==> src/rtl/wb_arb_pkg.sv <==
// Shared types and helpers for the Wishbone round-robin arbiter.
//   arb_state_t  : arbiter FSM state (IDLE, GRANT)
//   outst_width  : width of the outstanding-transfer counter for a given limit
package wb_arb_pkg;

  typedef enum logic {IDLE, GRANT} arb_state_t;

  // One extra bit so the counter can hold the full limit value itself.
  function automatic int unsigned outst_width(int unsigned max_outst);
    return $clog2(max_outst) + 1;
  endfunction

endpackage

==> src/rtl/rr_pick.sv <==
// Combinational round-robin picker. Searches req_i starting one past last_i, wrapping,
// and returns the first set bit.
//   req_i      : request vector
//   last_i     : index of the previous winner (lowest priority this round)
//   win_o      : one-hot winner, zero when no request
//   win_idx_o  : winner index, zero when no request
module rr_pick #(
  parameter int unsigned N = 4
) (
  input  logic [N-1:0]                       req_i,
  input  logic [((N > 1) ? $clog2(N) : 1)-1:0] last_i,
  output logic [N-1:0]                       win_o,
  output logic [((N > 1) ? $clog2(N) : 1)-1:0] win_idx_o
);

  localparam int unsigned IdxW = (N > 1) ? $clog2(N) : 1;

  logic [IdxW-1:0] cand;
  logic            found;

  always_comb begin
    win_o     = '0;
    win_idx_o = '0;
    found     = 1'b0;
    cand      = '0;
    for (int unsigned k = 1; k <= N; k++) begin
      cand = IdxW'((32'(last_i) + k) % N);
      if (!found && req_i[cand]) begin
        found     = 1'b1;
        win_idx_o = cand;
      end
    end
    if (found) win_o[win_idx_o] = 1'b1;
  end

endmodule

==> src/rtl/wb_rr_arbiter.sv <==
// Round-robin arbiter sharing one pipelined Wishbone device port between N_REQ controllers.
//   clk_i, rst_ni            : clock, asynchronous active-low reset
//   req_cyc_i/stb_i/dat_i    : per-controller Wishbone master signals
//   req_stall_o/ack_o        : per-controller stall and ack
//   dev_cyc_o/stb_o/dat_o    : muxed signals to the device
//   dev_stall_i/ack_i        : device stall and ack
//   grant_o                  : one-hot current owner, zero while idle
module wb_rr_arbiter
  import wb_arb_pkg::*;
#(
  parameter int unsigned N_REQ      = 4,
  parameter int unsigned DATA_WIDTH = 8,
  parameter int unsigned MAX_OUTST  = 4
) (
  input  logic                             clk_i,
  input  logic                             rst_ni,
  input  logic [N_REQ-1:0]                 req_cyc_i,
  input  logic [N_REQ-1:0]                 req_stb_i,
  input  logic [N_REQ-1:0][DATA_WIDTH-1:0] req_dat_i,
  output logic [N_REQ-1:0]                 req_stall_o,
  output logic [N_REQ-1:0]                 req_ack_o,
  output logic                             dev_cyc_o,
  output logic                             dev_stb_o,
  output logic [DATA_WIDTH-1:0]            dev_dat_o,
  input  logic                             dev_stall_i,
  input  logic                             dev_ack_i,
  output logic [N_REQ-1:0]                 grant_o
);

  localparam int unsigned     IdxW    = (N_REQ > 1) ? $clog2(N_REQ) : 1;
  localparam int unsigned     OutW    = outst_width(MAX_OUTST);
  localparam logic [IdxW-1:0] LastRst = IdxW'(N_REQ - 1);
  localparam logic [OutW-1:0] OutMax  = OutW'(MAX_OUTST);

  arb_state_t        state_q, state_d;
  logic [N_REQ-1:0]  grant_q, grant_d;
  // While in GRANT, last_q is also the current owner's index.
  logic [IdxW-1:0]   last_q, last_d;
  logic [OutW-1:0]   outst_q, outst_d;

  logic [N_REQ-1:0]  win;
  logic [IdxW-1:0]   win_idx;
  logic              full;
  logic              accept;
  logic              ack_valid;

  rr_pick #(
    .N (N_REQ)
  ) u_rr_pick (
    .req_i     (req_cyc_i),
    .last_i    (last_q),
    .win_o     (win),
    .win_idx_o (win_idx)
  );

  assign full    = (outst_q == OutMax);
  assign accept  = dev_stb_o & ~dev_stall_i;
  // Acks only count (and are forwarded) while something is outstanding, so stale acks
  // left over from an aborted owner never reach the next owner.
  assign ack_valid = dev_ack_i & (outst_q != '0);
  assign grant_o   = grant_q;

  always_comb begin
    dev_cyc_o   = 1'b0;
    dev_stb_o   = 1'b0;
    dev_dat_o   = '0;
    req_stall_o = req_stb_i;
    req_ack_o   = '0;
    if (state_q == GRANT) begin
      dev_cyc_o           = req_cyc_i[last_q];
      dev_stb_o           = req_stb_i[last_q] & ~full;
      dev_dat_o           = req_dat_i[last_q];
      req_stall_o[last_q] = dev_stall_i | full;
      req_ack_o[last_q]   = ack_valid;
    end
  end

  always_comb begin
    state_d = state_q;
    grant_d = grant_q;
    last_d  = last_q;
    outst_d = outst_q;
    unique case (state_q)
      IDLE: begin
        outst_d = '0;
        if (|req_cyc_i) begin
          state_d = GRANT;
          grant_d = win;
          last_d  = win_idx;
        end
      end
      GRANT: begin
        if (!req_cyc_i[last_q]) begin
          // Owner ended (or aborted) its cycle; pending acks are forgotten.
          state_d = IDLE;
          grant_d = '0;
          outst_d = '0;
        end else if (accept && !ack_valid) begin
          outst_d = outst_q + OutW'(1);
        end else if (!accept && ack_valid) begin
          outst_d = outst_q - OutW'(1);
        end
      end
    endcase
  end

  always_ff @(posedge clk_i or negedge rst_ni) begin
    if (!rst_ni) begin
      state_q <= IDLE;
      grant_q <= '0;
      last_q  <= LastRst;
      outst_q <= '0;
    end else begin
      state_q <= state_d;
      grant_q <= grant_d;
      last_q  <= last_d;
      outst_q <= outst_d;
    end
  end

`ifdef FORMAL
  localparam logic [IdxW:0] CovDone = (IdxW + 1)'(N_REQ);
  logic [IdxW:0] cov_q;

  // Advances each time the next index in order holds the grant.
  always_ff @(posedge clk_i or negedge rst_ni) begin
    if (!rst_ni) begin
      cov_q <= '0;
    end else if (cov_q != CovDone && grant_q[cov_q[IdxW-1:0]]) begin
      cov_q <= cov_q + 1'b1;
    end
  end

  always_comb begin
    if (rst_ni) begin
      assert ($onehot0(grant_o));
      assert (outst_q <= OutMax);
      assert ((req_ack_o & ~grant_o) == '0);
      cover (cov_q == CovDone);
    end
  end
`endif

endmodule

==> config.mk <==
export PLATFORM = sky130hd
export DESIGN_NAME = wb_rr_arbiter
export DESIGN_NICKNAME = d
export VERILOG_FILES = /design/src/rtl/wb_arb_pkg.sv /design/src/rtl/rr_pick.sv /design/src/rtl/wb_rr_arbiter.sv
export SDC_FILE = /design/constraint.sdc
export NUM_CORES = 1
export LEC_CHECK = 0
export CAP_MARGIN = 20
export CORE_ASPECT_RATIO = 1.2
export CORE_UTILIZATION = 34
export CTS_CLUSTER_DIAMETER = 50
export CTS_CLUSTER_SIZE = 28
export DETAILED_ROUTE_END_ITERATION = 6
export GPL_TIMING_DRIVEN = 0
export PLACE_DENSITY = 0.86
export RECOVER_POWER = 25
export SYNTH_ARGS = -nofsm -noshare
export SYNTH_HDL_FRONTEND = slang
export SYNTH_HIERARCHICAL = 1
export SYNTH_SLANG_ARGS = --single-unit
export TNS_END_PERCENT = 100
==> constraint.sdc <==
create_clock -name clk_i -period 2.49 [get_ports clk_i]
set_clock_uncertainty 0.2 [all_clocks]
set_input_delay 0.747 -clock clk_i [delete_from_list [all_inputs] [get_ports clk_i]]
set_output_delay 0.747 -clock clk_i [all_outputs]
set_load 0.02 [all_outputs]
### Yosys cells after proc, flatten, opt, wreduce, memory -nomap -nowiden

Index checks and enable logic that the tools add are counted.

* register bits: 10
* logic and storage cells: 89

* add/sub/neg operators: 6
* $lt $le $gt $ge: 8
* equal/unequal tests: 4
* mux-type cells: 43
* bitwise logic cells: 8
* reduce and logical (&&, ||, !) cells: 16

Operators by type and width (number)
* 2-to-1 mux 4 bit: 5
* less-than comparator 2 x 3 -> 1 bit (second input constant): 6
* binary-select mux 8 bit (select 2 bit): 1
* 2-to-1 mux 1 bit: 16
* 2-to-1 mux 8 bit: 2
* binary-select mux 1 bit (select 2 bit): 6
* 2-to-1 mux 3 bit: 3
* 2-to-1 mux 2 bit: 4
* case mux 4 bit (2 select lines): 1
* logical AND 1 bit: 7
* case mux 3 bit (2 select lines): 1
* logical NOT 1 bit: 5
* adder 2 x 1 -> 2 bit (second input constant): 2
* adder 2 bit (second input constant): 2
* bitwise AND 4 bit: 1
* bitwise mux 4 bit: 1
* demux 1 bit (select 2 bit): 2
* >= comparator 2 x 1 -> 1 bit (second input constant): 2
* inequality test 2 bit (second input constant): 2
* inequality test 4 x 2 -> 1 bit (second input constant): 1
* AND reduction 2 bit: 2
* OR reduction 4 bit: 1
* adder 3 x 1 -> 3 bit (second input constant): 1
* bitwise AND 1 bit: 3
* other kinds (6): 8

### Depth between registers and ports, before layout

Gate-level depths: netlist of the first run.

* word-level depth: 20
* depth in mapped cells: 9

### Cells and area by module

Netlist of the first run, hierarchy kept.

Modules (own cells, without submodules)
* wb_rr_arbiter: times used 1, cells each 89, area an instance 942.2 um^2
* rr_pick: times used 1, cells each 28, area an instance 182.7 um^2

### Worst setup path after synthesis of the first run

No wires, ideal clock.

* path type: register -> register
* from: register last_q[0]
* to: register outst_q[2]
* library setup time: 0.077 ns
* arrival: 2.464 ns
* path slack: -0.252 ns
* stages on the path, launching flop included: 10
* path buffers: 1
* cells stage by stage: dfstp_2 > buf_6 > mux4_2 > nand2_1 > nor2_1 > ha_1 > fa_1 > xnor2_1 > or3_1 > a21oi_1

* longest elaborated chain between the ends: 9

RTL lines
* from (decl): line wb_rr_arbiter.sv:38 `logic [IdxW-1:0] last_q, last_d;`
* from (signal assigned): line wb_rr_arbiter.sv:111 `last_q <= LastRst;`
* from (signal assigned): line wb_rr_arbiter.sv:116 `last_q <= last_d;`
* binary-select mux 1 bit (select 2 bit): line wb_rr_arbiter.sv:71 `dev_stb_o = req_stb_i[last_q] & ~full;`
* 2-to-1 mux 1 bit (implied by the code): line wb_rr_arbiter.sv:71
* bitwise AND 1 bit: line wb_rr_arbiter.sv:71
* 2-to-1 mux 1 bit: line wb_rr_arbiter.sv:69 `if (state_q == GRANT) begin`
* bitwise AND 1 bit: line wb_rr_arbiter.sv:57 `assign accept = dev_stb_o & ~dev_stall_i;`
* logical AND 1 bit: line wb_rr_arbiter.sv:98 `end else if (accept && !ack_valid) begin`
* 2-to-1 mux 3 bit: line wb_rr_arbiter.sv:98
* 2-to-1 mux 3 bit: line wb_rr_arbiter.sv:93 `if (!req_cyc_i[last_q]) begin`
* case mux 3 bit (2 select lines): line wb_rr_arbiter.sv:83 `unique case (state_q)`
* to (signal assigned): line wb_rr_arbiter.sv:117 `outst_q <= outst_d;`
* to (decl): line wb_rr_arbiter.sv:39 `logic [OutW-1:0] outst_q, outst_d;`

Several ways; a longest one is shown, not always the timed one. The select of a mux whose other input is x is not followed.
A chain may end at the register's enable or synchronous reset.

### Worst setup path after layout of the first run

* from: register last_q[0]
* to: output port dev_dat_o[5]

* longest elaborated chain between the ends: 3

RTL lines
* binary-select mux 8 bit (select 2 bit): line wb_rr_arbiter.sv:72 `dev_dat_o = req_dat_i[last_q];`
* 2-to-1 mux 8 bit (implied by the code): line wb_rr_arbiter.sv:72
* 2-to-1 mux 8 bit: line wb_rr_arbiter.sv:69
* to (decl): line wb_rr_arbiter.sv:24 `output logic [DATA_WIDTH-1:0] dev_dat_o,`

Every way passes these cells. The select of a mux whose other input is x is not followed.

==> results by group, run 1 <==
Outcome
  – Status: complete, but fails checks
  – Failing checks: setup timing

Layout
  – Final Core Density: 0.680
  – Register Area: between 200 and 300 um2
  – Fillers: 218
  – Share of cells above drive strength 1: 0.475
  – Multi-input logic area: 910 um2
  – Area grow syn2layout: 88.0%
  – N_diodes: 0
  – Layout Nets: between 200 and 300

Critical path
  – Worst Setup SP: last_q[0]
  – Cell repeated most along the worst path: buf_8
  – Crit path largest cell delay: roughly 0.57 ns
  – Crit. path cell count: 5
  – Critical Path RT: 1.54 ns
  – Crit path kind: register to primary output
  – Worst Path Arrival: between 1.5 and 2 ns
  – Worst r2r src: last_q[0]
  – Crit path max-delay cell type: dfstp_2
  – CP bufs+invs: 3
  – FF-to-FF path depth: 10
  – Critical path capture point type: primary output
  – Critical path startpoint category: register
  – Crit-path cells: buf_8, buf_8, mux4_2, and2_4, buf_6
  – CP max FO: 6
  – CP top delay family: flip-flops

Floorplanning
  – Starting Density: 0.362
  – Core Footprint: 3110 um2
  – Die X-Extent: roughly 55 um
  – Chip Height: between 60 and 70 um
  – # rows: 22
  – DIE AREA: between 3000 and 4000 um2
  – IO Pins: 66

Yosys
  – Yosys warning count: 6
  – Leading area contributor after synthesis: mux4_2
  – Synth Flop Type: dfrtp_1
  – Netlist cell types: 42
  – Synth area leaders: mux4_2 20%, dfrtp_1 18%, dfstp_2 4.7%
  – Post-Syn Nets: ~160
  – Seq/Total Area, Yosys: 0.225
  – Post-synth ARST share: 1.00
  – Post-Syn Instances: ~120
  – Top-area cell type share of the netlist area: 0.200
  – EDFF count, synth: 0
  – Mapped cell area: about 1100 um2
  – Syn Area/Cell: 9.61 um2
  – Post-synthesis register bit count: 10

Detailed routing
  – Post-route ant nets: 0
  – Vias per std cell: approximately 5.9
  – Vias: around 1400
  – First drt pass iteration count: 5
  – WL final: ~4700 um
  – Post-DR wirelength/cell: just under 20 um
  – Remaining DRCs: 0
  – 1st-iter DRT viols: 36

STA
  – Fin. Hold Viols: 0
  – Final Critical Period: between 2 and 3 ns
  – Worst-Margin Slew: between 0.5 and 0.6 ns
  – Fmax: 0.349 GHz
  – RSZ-0062 raised after global routing: yes
  – Final setup fails: 18
  – Relative slew margins: 0.625
  – Slew Viols, Final: 0
  – Setup TNS Final: -5.18 ns
  – Final setup margin: -0.375 ns
  – Fin crit share: 1.15

GRT
  – Antenna violations before repair: 0
  – Pin count of the biggest net entering global routing: 11
  – Vias in the first global route: approximately 1500
  – Grt total ovfl: 0
  – Total global-route track usage: 0.277
  – First-pass GRT wire length: 6980 um

Pwr
  – Leakage power: ~0.95 nW
  – PwrDens: 1250 nW/um2
  – Peak supply drop: just under 0.7 mV

CTS
  – CTS root buffer: clkbuf_4
  – CTS tree: built
  – Worst-Skew Late Latency: 0.28 ns
  – CTS H-tree lvls: 1
  – CTS Buffer Depth: 2
  – Cts bufs inserted: 3
  – Clk sinks: 10
  – Worst-path clk slew: approximately 0.08 ns

Place
  – GPL Wtd Cong: just over 0.8
  – HPWL after DPL: ~2900 um
  – PortBufs: 65

Min path
  – Worst hold stages: 2
  – Worst min path class: register to register
  – Hold Startpoint: grant_o[1]

Flow run
  – Max-cap violations: 0
==> flip-flops by register name, summed over array words and instances, names as in the netlist <==
signal and flops:
grant_o 4, last_q 2, outst_q 3, state_q 1
==> kinds of logic after synthesis <==
kind of cell	share of synthesized area
compound gates	0.131
xor+xnor	0.0156
fa+ha+maj	0.0289
buf+inv	0.0767
flops	0.225
mux	0.296
simple gates	0.227
==> stage by stage <==
step           power (mW)  hold slack, ns  cells  area (um2)  setup slack [ns]
2_1_floorplan        1.35           0.251    117        1140            -0.153
3_3_place_gp         1.84           0.342    218        1830             -1.08
4_1_cts              2.42           0.376    237        2030            -0.373
5_1_grt              2.80           0.397    240        2110            -0.429
3_5_place_dp         1.90           0.351    218        1830             -1.09
6_report             2.65           0.377    240        2110            -0.375
==> synth_stat cells, types with 2 or more instances <==
cell / count
a21oi_1: 8
and2_1: 8
buf_2: 3
dfrtp_1: 8
dfstp_2: 2
inv_1: 7
inv_2: 2
mux2_1: 3
mux2_2: 3
mux2i_1: 4
mux4_2: 10
nand2_1: 3
nand3_1: 8
nor2_1: 9
nor3_1: 5
o21ai_0: 3
o21ai_1: 5
or3_1: 2
==> cells in the final DEF, fill, tap and decap left out, types with 2 or more instances in the layout <==
cell and count:
inv_2 2, buf_6 17, nand3_1 4, buf_2 3, nand3_2 4, nor3_2 4, dfrtp_1 7, nor2_1 7
clkbuf_4 4, nor2_4 2, buf_8 2, dfstp_2 2, or3_1 2, and2_4 7, buf_4 18, clkdlybuf4s15_2 3
mux2_1 2, inv_1 6, nand2_1 2, clkdlybuf4s50_1 8, dlygate4sd2_1 35, o21ai_1 5, a21oi_1 6, mux2_4 4
a21oi_2 2, mux4_2 10, mux2i_1 4, o21ai_0 3
==> where the power goes <==
group,internal (mW),leakage (nW),switching [mW],total [mW]
clock network,0.0891,0.0210,0.0655,0.155
logic,1.13,0.804,1.03,2.16
registers,0.243,0.126,0.0886,0.332
==> what timing repair did <==
item                       in CTS  in global routing
pin swaps                       4                  4
cloned                          1                  0
hold buffers                    0                  0
hold endpoints to repair        0                  0
gates resized for setup       163                 22
setup endpoints to repair      20                 21
buffers inserted               14                  4
==> area by class of cell <==
type,count,share of cell area
clock buffer,4,0.0172
sequential,10,0.120
buffer,7,0.0290
tap,36,0.0213
multi-input combinational,91,0.430
inverter,9,0.0172
timing repair buffer,83,0.365
==> final timing paths <==
path / endpoint / slack [ns]
setup / recovery: dev_dat_o[5] / -0.37
hold / removal: grant_o[1] / 0.38
setup reg to reg: outst_q[2] / -0.37
hold reg to reg: grant_o[1] / 0.38
max in group asynchronous: state_q / 1.08
min in group asynchronous: outst_q[0] / 0.65
==> worst reg2reg max path, cell delays in order, from the launching register on <==
cell and delay (ns):
dfstp_2 0.57, buf_8 0.14, buf_6 0.10, mux4_2 0.52, nand2_4 0.10, nor2_4 0.04, ha_4 0.17, fa_2 0.33
xnor2_1 0.14, or3_1 0.33, a21oi_1 0.13
==> metal layers <==
metal,share of wire,wire length (um),global-route usage,vias up
li1,-,-,-,609
met4,0.059,281,0.157,0
met2,0.51,2410,0.497,107
met1,0.32,1510,0.261,678
met3,0.11,530,0.0869,33
met5,0,0,0,-
(Power assumes the default switching activity.)
==> run 2: changes to the inputs <==
Settings changed: PLACE_DENSITY 0.86 to 0.76.
==> run 2 against run 1 <==
  * The run still ends with setup timing left
  * First-iteration DRC count is 56% lower
  * Via count down 11%
  * Combinational power down 13%
  * Global-route usage down 7.4 points
  * Clock power down 8%
  * Die area did not move
  * Critical path depth is 5 higher
  * Register-to-register slack improved by 0.04 ns
  * Utilization down 3.9 points
  * Setup slack improved by 0.035 ns
  * Sequential share of layout area grew 0.68 points
  * Largest power group unchanged
==> results by group, run 2 (synthesized netlist as in run 1, its figures left out) <==
STA
  – Final setup margin: -0.339 ns (was -0.375 ns)
  – Hold Slack: 0.361 ns (was 0.377 ns)
  – Setup TNS Final: -3.88 ns (was -5.18 ns)
  – Final Critical Period: 2.83 ns (was 2.86 ns)
  – Slew Viols, Final: 0 (unchanged)
  – Fin. Hold Viols: 0 (unchanged)
  – Final setup fails: 16 (was 18)
  – Worst-Margin Slew: 0.510 ns (was 0.562 ns)
  – Relative slew margins: 0.657 (was 0.625)
  – RSZ-0062 raised after global routing: yes (unchanged)
  – Fmax: 0.353 GHz (was 0.349 GHz)
  – Fin crit share: 1.14 (was 1.15)

GRT
  – Antenna violations before repair: 0 (unchanged)
  – First-pass GRT wire length: 5350 um (was 6980 um)
  – Pin count of the biggest net entering global routing: 11 (unchanged)
  – Grt total ovfl: 0 (unchanged)
  – Total global-route track usage: 0.203 (was 0.277)
  – Vias in the first global route: 1257 (was 1455)

Min path
  – Worst min path class: register to register (unchanged)
  – Hold Startpoint: grant_o[2] (was grant_o[1])
  – Hold endpoint: grant_o[2] (was grant_o[1])
  – Worst hold stages: 2 (unchanged)

Critical path
  – CP max FO: 7 (was 6)
  – Critical path capture point type: register (was primary output)
  – Worst r2r src: last_q[0] (unchanged)
  – Crit path kind: register to register (was register to primary output)
  – Crit-path cells: buf_8, buf_6, mux4_2, nand2_2, nor2_2, ha_2, fa_2, xnor2_2, or3_1, a21oi_2 (was buf_8, buf_8, mux4_2, and2_4, buf_6)
  – Critical path startpoint category: register (unchanged)
  – FF-to-FF path depth: 10 (unchanged)
  – Worst Setup SP: last_q[0] (unchanged)
  – Worst Path Arrival: 2.82 ns (was 1.92 ns)
  – Crit path largest cell delay: 0.55 ns (was 0.57 ns)
  – Reg2Reg Setup Slack: -0.34 ns (was -0.37 ns)
  – Critical R2R Capture: outst_q[2] (unchanged)
  – Critical Path RT: 2.48 ns (was 1.54 ns)
  – Crit path max-delay cell type: dfstp_2 (unchanged)

CTS
  – Hold_buf cts: 0 (unchanged)
  – Worst-path clk slew: 0.06 ns (was 0.08 ns)
  – Clk sinks: 10 (unchanged)
  – Worst-Skew Late Latency: 0.26 ns (was 0.28 ns)
  – CTS H-tree lvls: 1 (unchanged)
  – CTS Buffer Depth: 2 (unchanged)
  – CTS root buffer: clkbuf_4 (unchanged)
  – Cts bufs inserted: 3 (unchanged)
  – CTS tree: built (unchanged)

Place
  – GPL Wtd Cong: 0.802 (was 0.817)
  – PortBufs: 65 (unchanged)
  – Placed insts: 218 (unchanged)
  – HPWL after DPL: 2690 um (was 2870 um)

Floorplanning
  – Chip Height: 65.0 um (unchanged)
  – DIE AREA: 3540 um2 (unchanged)
  – Starting Density: 0.362 (unchanged)
  – Core Footprint: 3110 um2 (unchanged)
  – Die X-Extent: 54.5 um (unchanged)
  – # rows: 22 (unchanged)
  – IO Pins: 66 (unchanged)

Layout
  – Layout Nets: 247 (was 251)
  – Fin cells: 236 (was 240)
  – N_diodes: 0 (unchanged)
  – Final Core Density: 0.640 (was 0.680)
  – Most common cell after layout, fill and taps aside: dlygate4sd2_1 (unchanged)
  – Share of cells above drive strength 1: 0.435 (was 0.475)
  – Area grow syn2layout: 77.1% (was 88.0%)
  – Most frequent cells in the layout: 38 x dlygate4sd2_1, 17 x buf_4, 14 x buf_6 (was 35 x dlygate4sd2_1, 18 x buf_4, 17 x buf_6)
  – Max FFs per register: 4 (unchanged)

Pwr
  – P_sw: 993 uW (was 1.19 mW)
  – Leakage power: 0.920 nW (was 0.951 nW)
  – PwrDens: 1170 nW/um2 (was 1250 nW/um2)
  – Switching Fraction: 0.426 (was 0.448)
  – Gate power share: 0.806 (was 0.816)
  – Int Pwr: 1.34 mW (was 1.46 mW)
  – Reg power frac: 0.132 (was 0.125)
  – Peak supply drop: 0.752 mV (was 0.678 mV)
  – Clock Power Share: 0.062 (was 0.058)
  – Final Total Pwr: 2.33 mW (was 2.65 mW)

Outcome
  – Status: complete, but fails checks (unchanged)
  – Failing checks: setup timing (unchanged)

Detailed routing
  – WL final: 3530 um (was 4730 um)
  – Remaining DRCs: 0 (unchanged)
  – Post-DR wirelength/cell: 14.9 um (was 19.7 um)
  – Post-route ant nets: 0 (unchanged)
  – 1st-iter DRT viols: 16 (was 36)
  – Vias per std cell: 5.36 (was 5.95)
  – First drt pass iteration count: 4 (was 5)
  – Vias: 1264 (was 1427)

Flow run
  – Max-cap violations: 0 (unchanged)
-- run 2: worst max-delay path: cells and delay by family, from the launching register on --
kind            cells  cell delay [ns]
mux                 1             0.50
flops               1             0.55
fa+ha+maj           2             0.53
buf+inv             2             0.21
simple gates        3             0.47
compound gates      1             0.15
xor+xnor            1             0.14
-- run 2: final cells by class --
cell class | count | area, um2
Fill cell | 271 | 1120
Clock buffer | 4 | 36.3
Inverter | 9 | 33.8
Timing Repair Buffer | 79 | 714
Tap cell | 36 | 45.0
Buffer | 7 | 58.8
Multi-Input combinational cell | 91 | 851
Sequential cell | 10 | 253
-- run 2: what timing repair did --
action	4_1_cts	5_1_grt
setup endpoints to repair	20	18
setup buffers	10	4
resized for setup	161	9
pin swaps	7	5
-- run 2: stage by stage --
step           worst slack [ns]  area, um2
2_1_floorplan            -0.153       1140
4_1_cts                  -0.369       1940
5_1_grt                  -0.433       1990
6_report                 -0.339       1990
3_3_place_gp              -1.08       1830
3_5_place_dp              -1.10       1830
-- run 2: power groups by stage --
stage | clock network [mW] | registers [mW] | logic (mW)
after CTS | 0.149 | 0.319 | 1.79
after floorplan | 0 | 0.337 | 1.01
after detailed placement | 0 | 0.330 | 1.55
final | 0.143 | 0.308 | 1.88
after global routing | 0.159 | 0.316 | 2.04
after global placement | 0 | 0.327 | 1.51
-- run 2: worst max path at each step --
stage	endpoint	slack, ns	cells after the start
after floorplan	outst_q[2]	-0.15	9
after global placement	dev_cyc_o	-1.08	5
after detailed placement	dev_cyc_o	-1.10	5
after CTS	outst_q[2]	-0.37	10
after global routing	outst_q[2]	-0.43	10
final	outst_q[2]	-0.34	10
-- run 2: routing by layer --
metal | global-route usage | share of wire
met5 | 0 | 0
met4 | 0.0481 | 0
met3 | 0.0610 | 0.12
met2 | 0.363 | 0.49
met1 | 0.225 | 0.38
==> run 3: changes to the inputs <==
Settings changed: ABC_AREA from default to 1, CAP_MARGIN 20 to 0, CORE_UTILIZATION 34 to 36.
==> run 3 against run 2 <==
  * Critical path depth fell by 4
  * Die area increased by 8.5%
  * Sequential share of layout area is 1.7 points lower
  * The run ends with DRC, setup timing left
  * Count of clock-buffer cells in the layout unchanged
  * Highest routed layer is now met4
==> results by group, run 3 <==
Outcome
  – Status: complete, but fails checks (unchanged)
  – Failing checks: DRC, setup timing (was setup timing)

Critical path
  – Critical Path RT: 1.54 ns (was 2.48 ns)
  – Critical path startpoint category: register (unchanged)
  – Crit path kind: register to primary output (was register to register)
  – Critical path capture point type: primary output (was register)
  – Worst Path Arrival: 1.60 ns (was 2.82 ns)
  – FF-to-FF path depth: 13 (was 10)
  – CP max FO: 5 (was 7)

CTS
  – Worst-path clk slew: 0.05 ns (was 0.06 ns)
  – CTS root buffer: clkbuf_8 (was clkbuf_4)
  – CTS Buffer Depth: 2 (unchanged)
  – Hold_buf cts: 0 (unchanged)
  – CTS tree: built (unchanged)
  – Worst-Skew Late Latency: 0.24 ns (was 0.26 ns)
  – Cts bufs inserted: 3 (unchanged)
  – CTS H-tree lvls: 1 (unchanged)
  – Clk sinks: 10 (unchanged)

STA
  – Fin. Hold Viols: 0 (unchanged)
  – Final Critical Period: 2.54 ns (was 2.83 ns)
  – RSZ-0062 raised after global routing: yes (unchanged)
  – Fin crit share: 1.02 (was 1.14)
  – Final setup fails: 10 (was 16)
  – Fmax: 0.393 GHz (was 0.353 GHz)
  – Relative slew margins: 0.671 (was 0.657)
  – Slew Viols, Final: 0 (unchanged)
  – Setup TNS Final: -0.278 ns (was -3.88 ns)
  – Final setup margin: -0.0536 ns (was -0.339 ns)
  – Worst-Margin Slew: 0.494 ns (was 0.510 ns)

Pwr
  – Gate power share: 0.830 (was 0.806)
  – Switching Fraction: 0.515 (was 0.426)
  – Reg power frac: 0.103 (was 0.132)
  – P_sw: 1.61 mW (was 993 uW)
  – Peak supply drop: 0.620 mV (was 0.752 mV)
  – PwrDens: 1360 nW/um2 (was 1170 nW/um2)
  – Int Pwr: 1.51 mW (was 1.34 mW)
  – Final Total Pwr: 3.12 mW (was 2.33 mW)
  – Leakage power: 1.20 nW (was 0.920 nW)
  – Clock Power Share: 0.067 (was 0.062)

Layout
  – Layout Nets: 346 (was 247)
  – N_diodes: 0 (unchanged)
  – Most common cell after layout, fill and taps aside: nand2_1 (was dlygate4sd2_1)
  – Share of cells above drive strength 1: 0.375 (was 0.435)
  – Fin cells: 336 (was 236)
  – Max FFs per register: 4 (unchanged)
  – Area grow syn2layout: 77.3% (was 77.1%)
  – Fillers: 300 (was 271)
  – Final Core Density: 0.677 (was 0.640)
  – Most frequent cells in the layout: 69 x nand2_1, 31 x dlygate4sd2_1, 23 x nand2_2 (was 38 x dlygate4sd2_1, 17 x buf_4, 14 x buf_6)

GRT
  – Vias in the first global route: 1605 (was 1257)
  – Grt total ovfl: 0 (unchanged)
  – Pin count of the biggest net entering global routing: 11 (unchanged)
  – First-pass GRT wire length: 6860 um (was 5350 um)
  – Total global-route track usage: 0.225 (was 0.203)
  – Antenna violations before repair: 0 (unchanged)

Yosys
  – Netlist cell types: 30 (was 42)
  – Syn Area/Cell: 6.06 um2 (was 9.61 um2)
  – Mapped cell area: 1300 um2 (was 1120 um2)
  – Top-area cell type share of the netlist area: 0.232 (was 0.200)
  – Post-synthesis register bit count: 10 (unchanged)
  – Most common cell in the netlist: nand2_1 (was mux4_2)
  – Post-Syn Instances: 214 (was 117)
  – Synth Flop Type: dfrtp_1 (unchanged)
  – Yosys warning count: 6 (unchanged)
  – Post-synth ARST share: 1.00 (unchanged)
  – Commonest cells post-synth: 80 x nand2_1, 17 x nor2_1, 14 x nand2_2, 14 x nand3_1, 12 x inv_1 (was 10 x mux4_2, 9 x nor2_1)
  – Post-Syn Nets: 260 (was 163)
  – Leading area contributor after synthesis: nand2_1 (was mux4_2)
  – Seq/Total Area, Yosys: 0.195 (was 0.225)
  – Synth area leaders: nand2_1 23%, dfrtp_1 15%, nand2_2 6.8% (was mux4_2 20%, dfrtp_1 18%, dfstp_2 4.7%)
  – EDFF count, synth: 0 (unchanged)

Detailed routing
  – First drt pass iteration count: 7 (was 4)
  – Remaining DRCs: 22 (was 0)
  – WL final: 4160 um (was 3530 um)
  – Post-DR wirelength/cell: 12.4 um (was 14.9 um)
  – Vias: 1671 (was 1264)
  – 1st-iter DRT viols: 68 (was 16)
  – Vias per std cell: 4.97 (was 5.36)
  – Post-route ant nets: 0 (unchanged)

Place
  – HPWL after DPL: 2880 um (was 2690 um)
  – GPL Wtd Cong: 0.818 (was 0.802)
  – Placed insts: 316 (was 218)
  – PortBufs: 65 (unchanged)

Floorplanning
  – Die X-Extent: 56.8 um (was 54.5 um)
  – IO Pins: 66 (unchanged)
  – Chip Height: 67.7 um (was 65.0 um)
  – DIE AREA: 3850 um2 (was 3540 um2)
  – Core Footprint: 3400 um2 (was 3110 um2)
  – # rows: 23 (was 22)
  – Starting Density: 0.382 (was 0.362)

Min path
  – Worst min path class: register to register (unchanged)
  – Worst hold stages: 2 (unchanged)

Flow run
  – Max-cap violations: 0 (unchanged)
## run 3: changes by cell type after synthesis, sizes merged, moves of 4 or more
cell   delta
buf       -5
nand3     +9
mux4     -10
nand2    +96
nor2     +13
inv      +11
mux2      -6
mux2i     -4
nand4     +9
## run 3: worst paths after layout
| path | start | endpoint | slack [ns] |
|---|---|---|---|
| max reg2reg | last_q[1] | outst_q[2] | 0.08 |
| min | grant_o[0] | grant_o[0] | 0.32 |
| min in group asynchronous | rst_ni | grant_o[1] | 0.69 |
| min reg2reg | grant_o[0] | grant_o[0] | 0.32 |
| max in group asynchronous | rst_ni | last_q[0] | 1.07 |
| max | last_q[0] | req_stall_o[1] | -0.05 |
## run 3: routing by layer
| metal | track usage | part of all wire | vias to the layer above |
|---|---|---|---|
| met4 | 0.0488 | 0.0065 | 0 |
| li1 | - | - | 848 |
| met2 | 0.432 | 0.49 | 56 |
| met5 | 0 | 0 | - |
| met1 | 0.252 | 0.42 | 763 |
| met3 | 0.0536 | 0.091 | 4 |
## run 3: repair_timing
item	4_1_cts	5_1_grt
cloned	3	0
endpoints found under the setup margin	20	18
pin swaps	18	12
setup buffers	10	4
gates resized for setup	164	29
## run 3: cell families after synthesis
logic type | synth area share
adders and majority gates | 0.0251
xor gates and xnor gates | 0.0135
DFF | 0.195
and+or+nand+nor | 0.632
buffers and inverters | 0.0859
AOI/OAI and AO/OA | 0.0483
## run 3: final cells by class
cell class	count	area (um2)	area share
Timing Repair Buffer	79	772	0.336
Clock buffer	4	55.1	0.0240
Sequential cell	10	253	0.110
Buffer	3	18.8	0.00817
Tap cell	37	46.3	0.0201
Inverter	21	90.1	0.0392
Timing Repair inverter	1	7.51	0.00327
Multi-Input combinational cell	181	1060	0.459
## run 3: power groups by stage
stage / Clock (mW) / Sequential [mW] / Combinational (mW)
after floorplan: 0 / 0.323 / 1.49
after detailed placement: 0 / 0.317 / 2.09
final: 0.209 / 0.321 / 2.59
after global routing: 0.219 / 0.329 / 2.84
after CTS: 0.214 / 0.314 / 2.44
after global placement: 0 / 0.316 / 2.08
## run 3: critical path: stages (launching register included)
cell and delay (ns):
dfstp_2 0.60, inv_2 0.11, nor2_4 0.16, inv_1 0.09, o21ai_0 0.15, nand2_1 0.11, buf_6 0.14
## run 3: through the flow
| step | hold WS [ns] | instance area (um2) | setup slack, ns |
|---|---|---|---|
| floorplan | 0.251 | 1300 | 0.0322 |
| global placement | 0.306 | 1990 | -0.836 |
| detailed placement | 0.301 | 1990 | -0.844 |
| CTS | 0.322 | 2190 | -0.0551 |
| global route | 0.338 | 2300 | -0.0957 |
| finish | 0.316 | 2300 | -0.0536 |
